**config.mk**
```make
export PLATFORM = sky130hd
export DESIGN_NAME = st7789_spi_rx
export DESIGN_NICKNAME = d
export VERILOG_FILES = /design/src/rtl/st7789_pkg.sv /design/src/rtl/spi_byte_rx.sv /design/src/rtl/st7789_spi_rx.sv
export SDC_FILE = /design/constraint.sdc
export NUM_CORES = 1
export LEC_CHECK = 0
export CAP_MARGIN = 0
export CORE_MARGIN = 4
export CORE_UTILIZATION = 25
export CTS_CLUSTER_DIAMETER = 200
export CTS_CLUSTER_SIZE = 12
export DETAILED_ROUTE_END_ITERATION = 16
export GPL_TIMING_DRIVEN = 0
export MAX_ROUTING_LAYER = met4
export PLACE_DENSITY_LB_ADDON = 0.25
export SLEW_MARGIN = 20
export SYNTH_ARGS = -nofsm -noshare
export SYNTH_HDL_FRONTEND = slang
export SYNTH_SLANG_ARGS = --single-unit
```
**constraint.sdc**
```tcl
create_clock -name clk -period 2.19 [get_ports clk]
set_input_delay 0.219 -clock clk [delete_from_list [all_inputs] [get_ports clk]]
set_output_delay 0.219 -clock clk [all_outputs]
set_load 0.01 [all_outputs]
```
**src/rtl/st7789_pkg.sv**
```systemverilog
// ST7789 command set and decoder types shared by the LCD driver cores and the
// display-side receiver.
package st7789_pkg;

  localparam logic [7:0] CMD_NOP     = 8'h00;
  localparam logic [7:0] CMD_SWRESET = 8'h01;
  localparam logic [7:0] CMD_CASET   = 8'h2A;
  localparam logic [7:0] CMD_RASET   = 8'h2B;
  localparam logic [7:0] CMD_RAMWR   = 8'h2C;
  localparam logic [7:0] CMD_MADCTL  = 8'h36;
  localparam logic [7:0] CMD_COLMOD  = 8'h3A;

  // Which byte of a two-byte pixel the next RAMWR data byte is.
  typedef enum logic {
    PH_HI = 1'b0,
    PH_LO = 1'b1
  } phase_t;

endpackage

```
**src/rtl/spi_byte_rx.sv**
```systemverilog
// Oversampled SPI byte receiver: pin synchronizers, spi_clk edge detect,
// bit counter and shift register. One-clk byte strobe with value and dc.
module spi_byte_rx #(
  parameter int c_clk_polarity  = 1,
  parameter int c_sample_rising = 1
) (
  input  logic       clk,
  input  logic       resn,
  input  logic       spi_csn,
  input  logic       spi_clk,
  input  logic       spi_mosi,
  input  logic       spi_dc,
  input  logic       spi_resn,
  output logic       byte_stb,
  output logic [7:0] byte_val,
  output logic       byte_dc,
  output logic       soft_resn
);

  localparam logic CLK_IDLE = (c_clk_polarity != 0);

  logic [1:0] csn_sr, clk_sr, mosi_sr, dc_sr, resn_sr;
  logic       clk_d, csn_d;
  logic [6:0] shreg;
  logic [2:0] bit_cnt;
  logic       sample, active;

  // csn_d keeps the 8th edge valid when csn rises in the same clk.
  always_comb begin
    sample = (c_sample_rising != 0) ? (clk_sr[1] & ~clk_d) : (~clk_sr[1] & clk_d);
    active = ~csn_sr[1] | ~csn_d;
  end

  assign soft_resn = resn_sr[1];

  always_ff @(posedge clk or negedge resn) begin
    if (!resn) begin
      csn_sr   <= '1;
      clk_sr   <= {2{CLK_IDLE}};
      mosi_sr  <= '0;
      dc_sr    <= '0;
      resn_sr  <= '1;
      clk_d    <= CLK_IDLE;
      csn_d    <= 1'b1;
      shreg    <= '0;
      bit_cnt  <= '0;
      byte_stb <= 1'b0;
      byte_val <= '0;
      byte_dc  <= 1'b0;
    end else begin
      csn_sr   <= {csn_sr[0], spi_csn};
      clk_sr   <= {clk_sr[0], spi_clk};
      mosi_sr  <= {mosi_sr[0], spi_mosi};
      dc_sr    <= {dc_sr[0], spi_dc};
      resn_sr  <= {resn_sr[0], spi_resn};
      clk_d    <= clk_sr[1];
      csn_d    <= csn_sr[1];
      byte_stb <= 1'b0;
      if (!resn_sr[1]) begin
        bit_cnt <= '0;
      end else if (sample && active) begin
        shreg   <= {shreg[5:0], mosi_sr[1]};
        bit_cnt <= bit_cnt + 3'd1;
        if (bit_cnt == 3'd7) begin
          byte_stb <= 1'b1;
          byte_val <= {shreg, mosi_sr[1]};
          byte_dc  <= dc_sr[1];
        end
      end else if (csn_sr[1]) begin
        bit_cnt <= '0;
      end
    end
  end

endmodule

```
**src/rtl/st7789_spi_rx.sv**
```systemverilog
// ST7789 display emulator front end: decodes the 4-wire write stream into
// command strobes and addressed pixel writes with CASET/RASET windowing.
module st7789_spi_rx
  import st7789_pkg::*;
#(
  parameter int c_x_size        = 240,
  parameter int c_y_size        = 240,
  parameter int c_x_bits        = $clog2(c_x_size),
  parameter int c_y_bits        = $clog2(c_y_size),
  parameter int c_color_bits    = 16,
  parameter int c_clk_polarity  = 1,
  parameter int c_sample_rising = 1
) (
  input  logic                    clk,
  input  logic                    resn,
  input  logic                    spi_csn,
  input  logic                    spi_clk,
  input  logic                    spi_mosi,
  input  logic                    spi_dc,
  input  logic                    spi_resn,
  output logic                    cmd_valid,
  output logic [7:0]              cmd_byte,
  output logic                    pix_we,
  output logic [c_x_bits-1:0]     pix_x,
  output logic [c_y_bits-1:0]     pix_y,
  output logic [c_color_bits-1:0] pix_data
);

  localparam logic [c_x_bits-1:0] X_LAST = c_x_bits'(c_x_size - 1);
  localparam logic [c_y_bits-1:0] Y_LAST = c_y_bits'(c_y_size - 1);

  logic                byte_stb, byte_dc, soft_resn;
  logic [7:0]          byte_val;
  logic [c_x_bits-1:0] xs, xe, px, nx;
  logic [c_y_bits-1:0] ys, ye, py, ny;
  logic [7:0]          cmd, arg_hi, pix_hi;
  logic [3:0]          arg_cnt;
  phase_t              phase;
  logic [15:0]         arg_word, pix_word;
  logic                pix_done;

  spi_byte_rx #(
    .c_clk_polarity (c_clk_polarity),
    .c_sample_rising(c_sample_rising)
  ) u_byte_rx (
    .clk      (clk),
    .resn     (resn),
    .spi_csn  (spi_csn),
    .spi_clk  (spi_clk),
    .spi_mosi (spi_mosi),
    .spi_dc   (spi_dc),
    .spi_resn (spi_resn),
    .byte_stb (byte_stb),
    .byte_val (byte_val),
    .byte_dc  (byte_dc),
    .soft_resn(soft_resn)
  );

  always_comb begin
    arg_word = {arg_hi, byte_val};
    pix_word = (c_color_bits >= 12) ? {pix_hi, byte_val} : {8'h00, byte_val};
    pix_done = (c_color_bits < 12) || (phase == PH_LO);
    nx = px + c_x_bits'(1);
    ny = py;
    if (px == xe || px == X_LAST) begin
      nx = xs;
      ny = (py == ye || py == Y_LAST) ? ys : py + c_y_bits'(1);
    end
  end

  always_ff @(posedge clk or negedge resn) begin
    if (!resn) begin
      cmd_valid <= 1'b0;
      cmd_byte  <= '0;
      pix_we    <= 1'b0;
      pix_x     <= '0;
      pix_y     <= '0;
      pix_data  <= '0;
      xs        <= '0;
      xe        <= X_LAST;
      ys        <= '0;
      ye        <= Y_LAST;
      px        <= '0;
      py        <= '0;
      cmd       <= CMD_NOP;
      arg_hi    <= '0;
      pix_hi    <= '0;
      arg_cnt   <= '0;
      phase     <= PH_HI;
    end else begin
      cmd_valid <= 1'b0;
      pix_we    <= 1'b0;
      if (!soft_resn) begin
        xs      <= '0;
        xe      <= X_LAST;
        ys      <= '0;
        ye      <= Y_LAST;
        cmd     <= CMD_NOP;
        arg_cnt <= '0;
        phase   <= PH_HI;
      end else if (byte_stb && !byte_dc) begin
        // Any command byte also drops a half-received pixel.
        cmd       <= byte_val;
        arg_cnt   <= '0;
        phase     <= PH_HI;
        cmd_valid <= 1'b1;
        cmd_byte  <= byte_val;
        if (byte_val == CMD_RAMWR) begin
          px <= xs;
          py <= ys;
        end
        if (byte_val == CMD_SWRESET) begin
          xs <= '0;
          xe <= X_LAST;
          ys <= '0;
          ye <= Y_LAST;
        end
      end else if (byte_stb) begin
        if (arg_cnt != 4'hF) arg_cnt <= arg_cnt + 4'd1;
        case (cmd)
          CMD_CASET: begin
            case (arg_cnt)
              4'd0, 4'd2: arg_hi <= byte_val;
              4'd1:       xs     <= c_x_bits'(arg_word);
              4'd3:       xe     <= c_x_bits'(arg_word);
              default:    ;
            endcase
          end
          CMD_RASET: begin
            case (arg_cnt)
              4'd0, 4'd2: arg_hi <= byte_val;
              4'd1:       ys     <= c_y_bits'(arg_word);
              4'd3:       ye     <= c_y_bits'(arg_word);
              default:    ;
            endcase
          end
          CMD_RAMWR: begin
            if (pix_done) begin
              pix_we   <= 1'b1;
              pix_x    <= px;
              pix_y    <= py;
              pix_data <= c_color_bits'(pix_word);
              px       <= nx;
              py       <= ny;
              phase    <= PH_HI;
            end else begin
              pix_hi <= byte_val;
              phase  <= PH_LO;
            end
          end
          default: ;
        endcase
      end
    end
  end

endmodule

```
==> metrics.md <==
| Metric | Value |
|---|---|
| Max stage delay on crit path | `0.56 ns` |
| Worst skew pair latency | `0.42 ns` |
| Post-Syn Instances | `478` |
| Max-cap check violation count | `0` |
| Die Width | `167 um` |
| I/O pins | `49` |
| Least-Margin Pin Slew | `0.600 ns` |
| Clock period minus worst slack | `2.13 ns` |
| CP max FO | `8` |
| Drt total wl | `14500 um` |
| Routability Congestion | `0.807` |
| Status | `finished, final reports clean` |
| Worst-path clk slew | `0.06 ns` |
| Max H-tree Level | `4` |
| Pins over their slew limit | `0` |
| Number of antenna repair diodes | `0` |
| Worst Hold Depth | `1` |
| RR Endpoint | `xs[6]` |
| Worst path cell trace | `or4_4, nor3_4, o21ai_2, a21oi_4, buf_12, mux2_2` |
| Drt pass-1 iters | `4` |
| Syn nets | `491` |
| Final period utilization | `97.3%` |
| Yosys Warn Count | `0` |
| Max reg flops | `16` |
| Netlist cell types | `55` |
| Hpwl dp | `10100 um` |
| Pwr/cell area | `744 nW/um^2` |
| Most flops, register | `pix_data` |
| Rel. slew slack | `59.7%` |
| NetSw | `0.00135 W` |
| Post-synth EDFFs | `0` |
| Register-to-Register Path Depth | `6` |
| Setup crit end kind | `flip-flop` |
| CP Class | `flip-flop to flip-flop` |
| RSZ-0062 raised after global routing | `false` |
| Vias in the first global route | `4384` |
| Drt initial violations | `160` |
| TritonCTS Buffers | `17` |
| Avg Synthesized Cell Area | `13.2 um^2` |
| Drt wl/cell | `16.1 um` |
| Clock share of power | `47.2%` |
| Top_reg_cell synth | `dfrtp_1` |
| Nets | `578` |
| Largest net degree at the start of global routing | `91` |
| Combinational share of power | `5.2%` |
| Setup WS pre-CTS | `-0.470 ns` |
| CP arrival | `2.44 ns` |
| Initial Utilization | `25.7%` |
| Crit start category | `flip-flop` |
| Internal power consumption | `0.00466 W` |
| Antenna-violating nets left | `0` |
| Layout cell share with drive strength beyond 1 | `37.7%` |
| Register-to-Register Setup Slack | `0.06 ns` |
| Placeable Area | `24600 um^2` |
| Switching part of the total | `22.5%` |
| Lkg Pwr | `3.70 nW` |
| GR met1 Demand/Resource | `14.0%` |
| Layout area overhead | `27.9%` |
| #FFs+latches synth | `143` |
| WP data required | `2.50 ns` |
| CP max-delay cell | `or4_4` |
| Final Hold Fails | `0` |
| Reg-to-reg critical path startpoint | `u_byte_rx.byte_val[4]` |
| Synth async-reset ratio | `100%` |
| Root Buffer | `clkbuf_16` |
| Post-route cell area | `8080 um^2` |
| Grt met3 use | `2.75%` |
| Setup TNS | `0 ns` |
| Port bufs | `48` |
| Top Usage Layer GRT | `met2` |
| Part of the Yosys area used for sequential elements | `57.1%` |
| CP startpoint | `u_byte_rx.byte_val[4]` |
| GRT Residual Overflow | `0` |
| Setup ws final | `0.0582 ns` |
| Residual DRC | `0` |
| Hold Path Class | `input pin to flip-flop` |
| Achievable Freq | `469 MHz` |
| Met2 Use GR | `17.9%` |
| Initial antenna violation count | `0` |
| Die ar. | `27900 um^2` |
| Worst IR Drop VDD | `536 uV` |
| Sequential share of power | `47.6%` |
| GRT Util Overall | `11.2%` |
| Via count | `4043` |
| Row count | `57` |
| CTS tree | `done` |
| Setup violations, final | `0` |
| Mapped Area | `6320 um^2` |
| Setup Skew | `0.0105 ns` |
| Placed cell areas | `7240 um^2` |
| TritonCTS Sinks | `143` |
| CP endpoint | `xs[6]` |
| Via density | `4.48` |
| Clk buf depth | `2` |
| Die Y | `167 um` |
| First-pass GRT wire length | `23900 um` |
[timing repair]
action                                 CTS  global route
gates resized for setup                 11            11
setup endpoints to repair               79            76
pin swaps                                5             0
buffers inserted                         8            12
endpoints found under the hold margin   43             0
gates cloned                             0             0
hold buffers                             1             0
[metrics by stage]
stage | util (%) | cells | power [W] | hold WS, ns
finish | 32.8 | 902 | 0.00601 | 0.196
global route | 32.8 | 902 | 0.00629 | 0.193
CTS | 32.3 | 891 | 0.00610 | 0.178
detailed placement | 29.4 | 851 | 0.00320 | 0.161
global placement | 29.3 | 850 | 0.00318 | 0.342
floorplan | - | 478 | 0.00307 | -0.0766
[how the worst min path moves through the flow]
stage	slack [ns]	startpoint	to
floorplan	-0.08	resn	arg_cnt[0]
global placement	0.34	u_byte_rx.mosi_sr[0]	u_byte_rx.mosi_sr[1]
detailed placement	0.16	resn	pix_data[1]
CTS	0.18	spi_csn	u_byte_rx.csn_sr[0]
global route	0.19	spi_resn	u_byte_rx.resn_sr[0]
finish	0.20	spi_csn	u_byte_rx.csn_sr[0]
[cells by family after synthesis]
kind of cell | synth area share [%]
xor gates and xnor gates | 2.63
and+or+nand+nor | 9.53
DFF | 57.1
muxes | 20.0
adders and majority gates | 1.19
AOI/OAI and AO/OA | 7.29
buffers and inverters | 2.26
[per-layer routing]
metal | vias to the layer above | wire [um]
li1 | 1902 | -
met1 | 2064 | 6690
met2 | 63 | 7180
met3 | 14 | 453
met4 | 0 | 195
met5 | - | 0
[layout make-up]
cell class,instances,area (um^2)
Clock buffer,20,447
Buffer,19,103
Inverter,11,41.3
Clock inverter,12,136
Tap cell,324,405
Sequential cell,143,3620
Fill cell,2450,16500
Timing Repair Buffer,70,723
Multi-Input combinational cell,303,2610
[placed cells by master (no fill, tap or decap), types with 7 or more instances in the layout]
cell,instances
mux2i_1,15
nor2_1,9
or2_2,8
dfrtp_2,9
xor2_1,11
a22oi_1,8
a21boi_0,8
xnor2_1,8
inv_1,11
mux2_2,96
a21oi_1,7
dfrtp_1,112
clkbuf_16,17
buf_4,17
clkbuf_1,9
dfstp_2,22
and3_1,14
nand4_1,8
clkdlybuf4s50_1,47
nand2_1,30
[power groups by stage]
stage | Combinational [W] | Clock [W] | Sequential [W]
5_1_grt | 0.000349 | 0.00306 | 0.00288
3_3_place_gp | 0.000279 | 0 | 0.00290
3_5_place_dp | 0.000291 | 0 | 0.00291
4_1_cts | 0.000313 | 0.00293 | 0.00286
2_1_floorplan | 0.000189 | 0 | 0.00288
6_report | 0.000313 | 0.00284 | 0.00286
[synth_stat cells (all sizes together) (2+ instances only)]
master,number,area share (%)
nor4bb,3,0.48
dfrtp,121,48
buf,11,0.99
o21ai,8,0.75
clkbuf,10,0.61
dfstp,22,9.2
ha,6,1.2
xnor2,8,1.1
o21a,3,0.36
nor3,6,0.83
nor4,3,0.40
mux2,99,18
a21boi,9,1.1
and3,14,1.4
nor2b,3,0.30
inv,11,0.65
nand2,30,1.8
a2bb2oi,5,0.69
a31oi,2,0.20
nor2,10,0.59
mux2i,15,2.4
a21bo,2,0.32
a22o,2,0.28
nand3b,2,0.24
nand4,8,0.79
xor2,11,1.5
or2,9,0.89
a21oi,12,1.7
a22oi,8,0.95
nand3,6,0.48
o22ai,6,0.59
[worst max-delay path, delay by kind of cell, from the launching register on]
family / cells / cell delay [ns]
and+or+nand+nor: 2 / 0.78
DFF: 1 / 0.44
muxes: 1 / 0.33
AOI/OAI and AO/OA: 2 / 0.31
buffers and inverters: 1 / 0.14
Note: power is estimated with default switching activity, not from simulation.
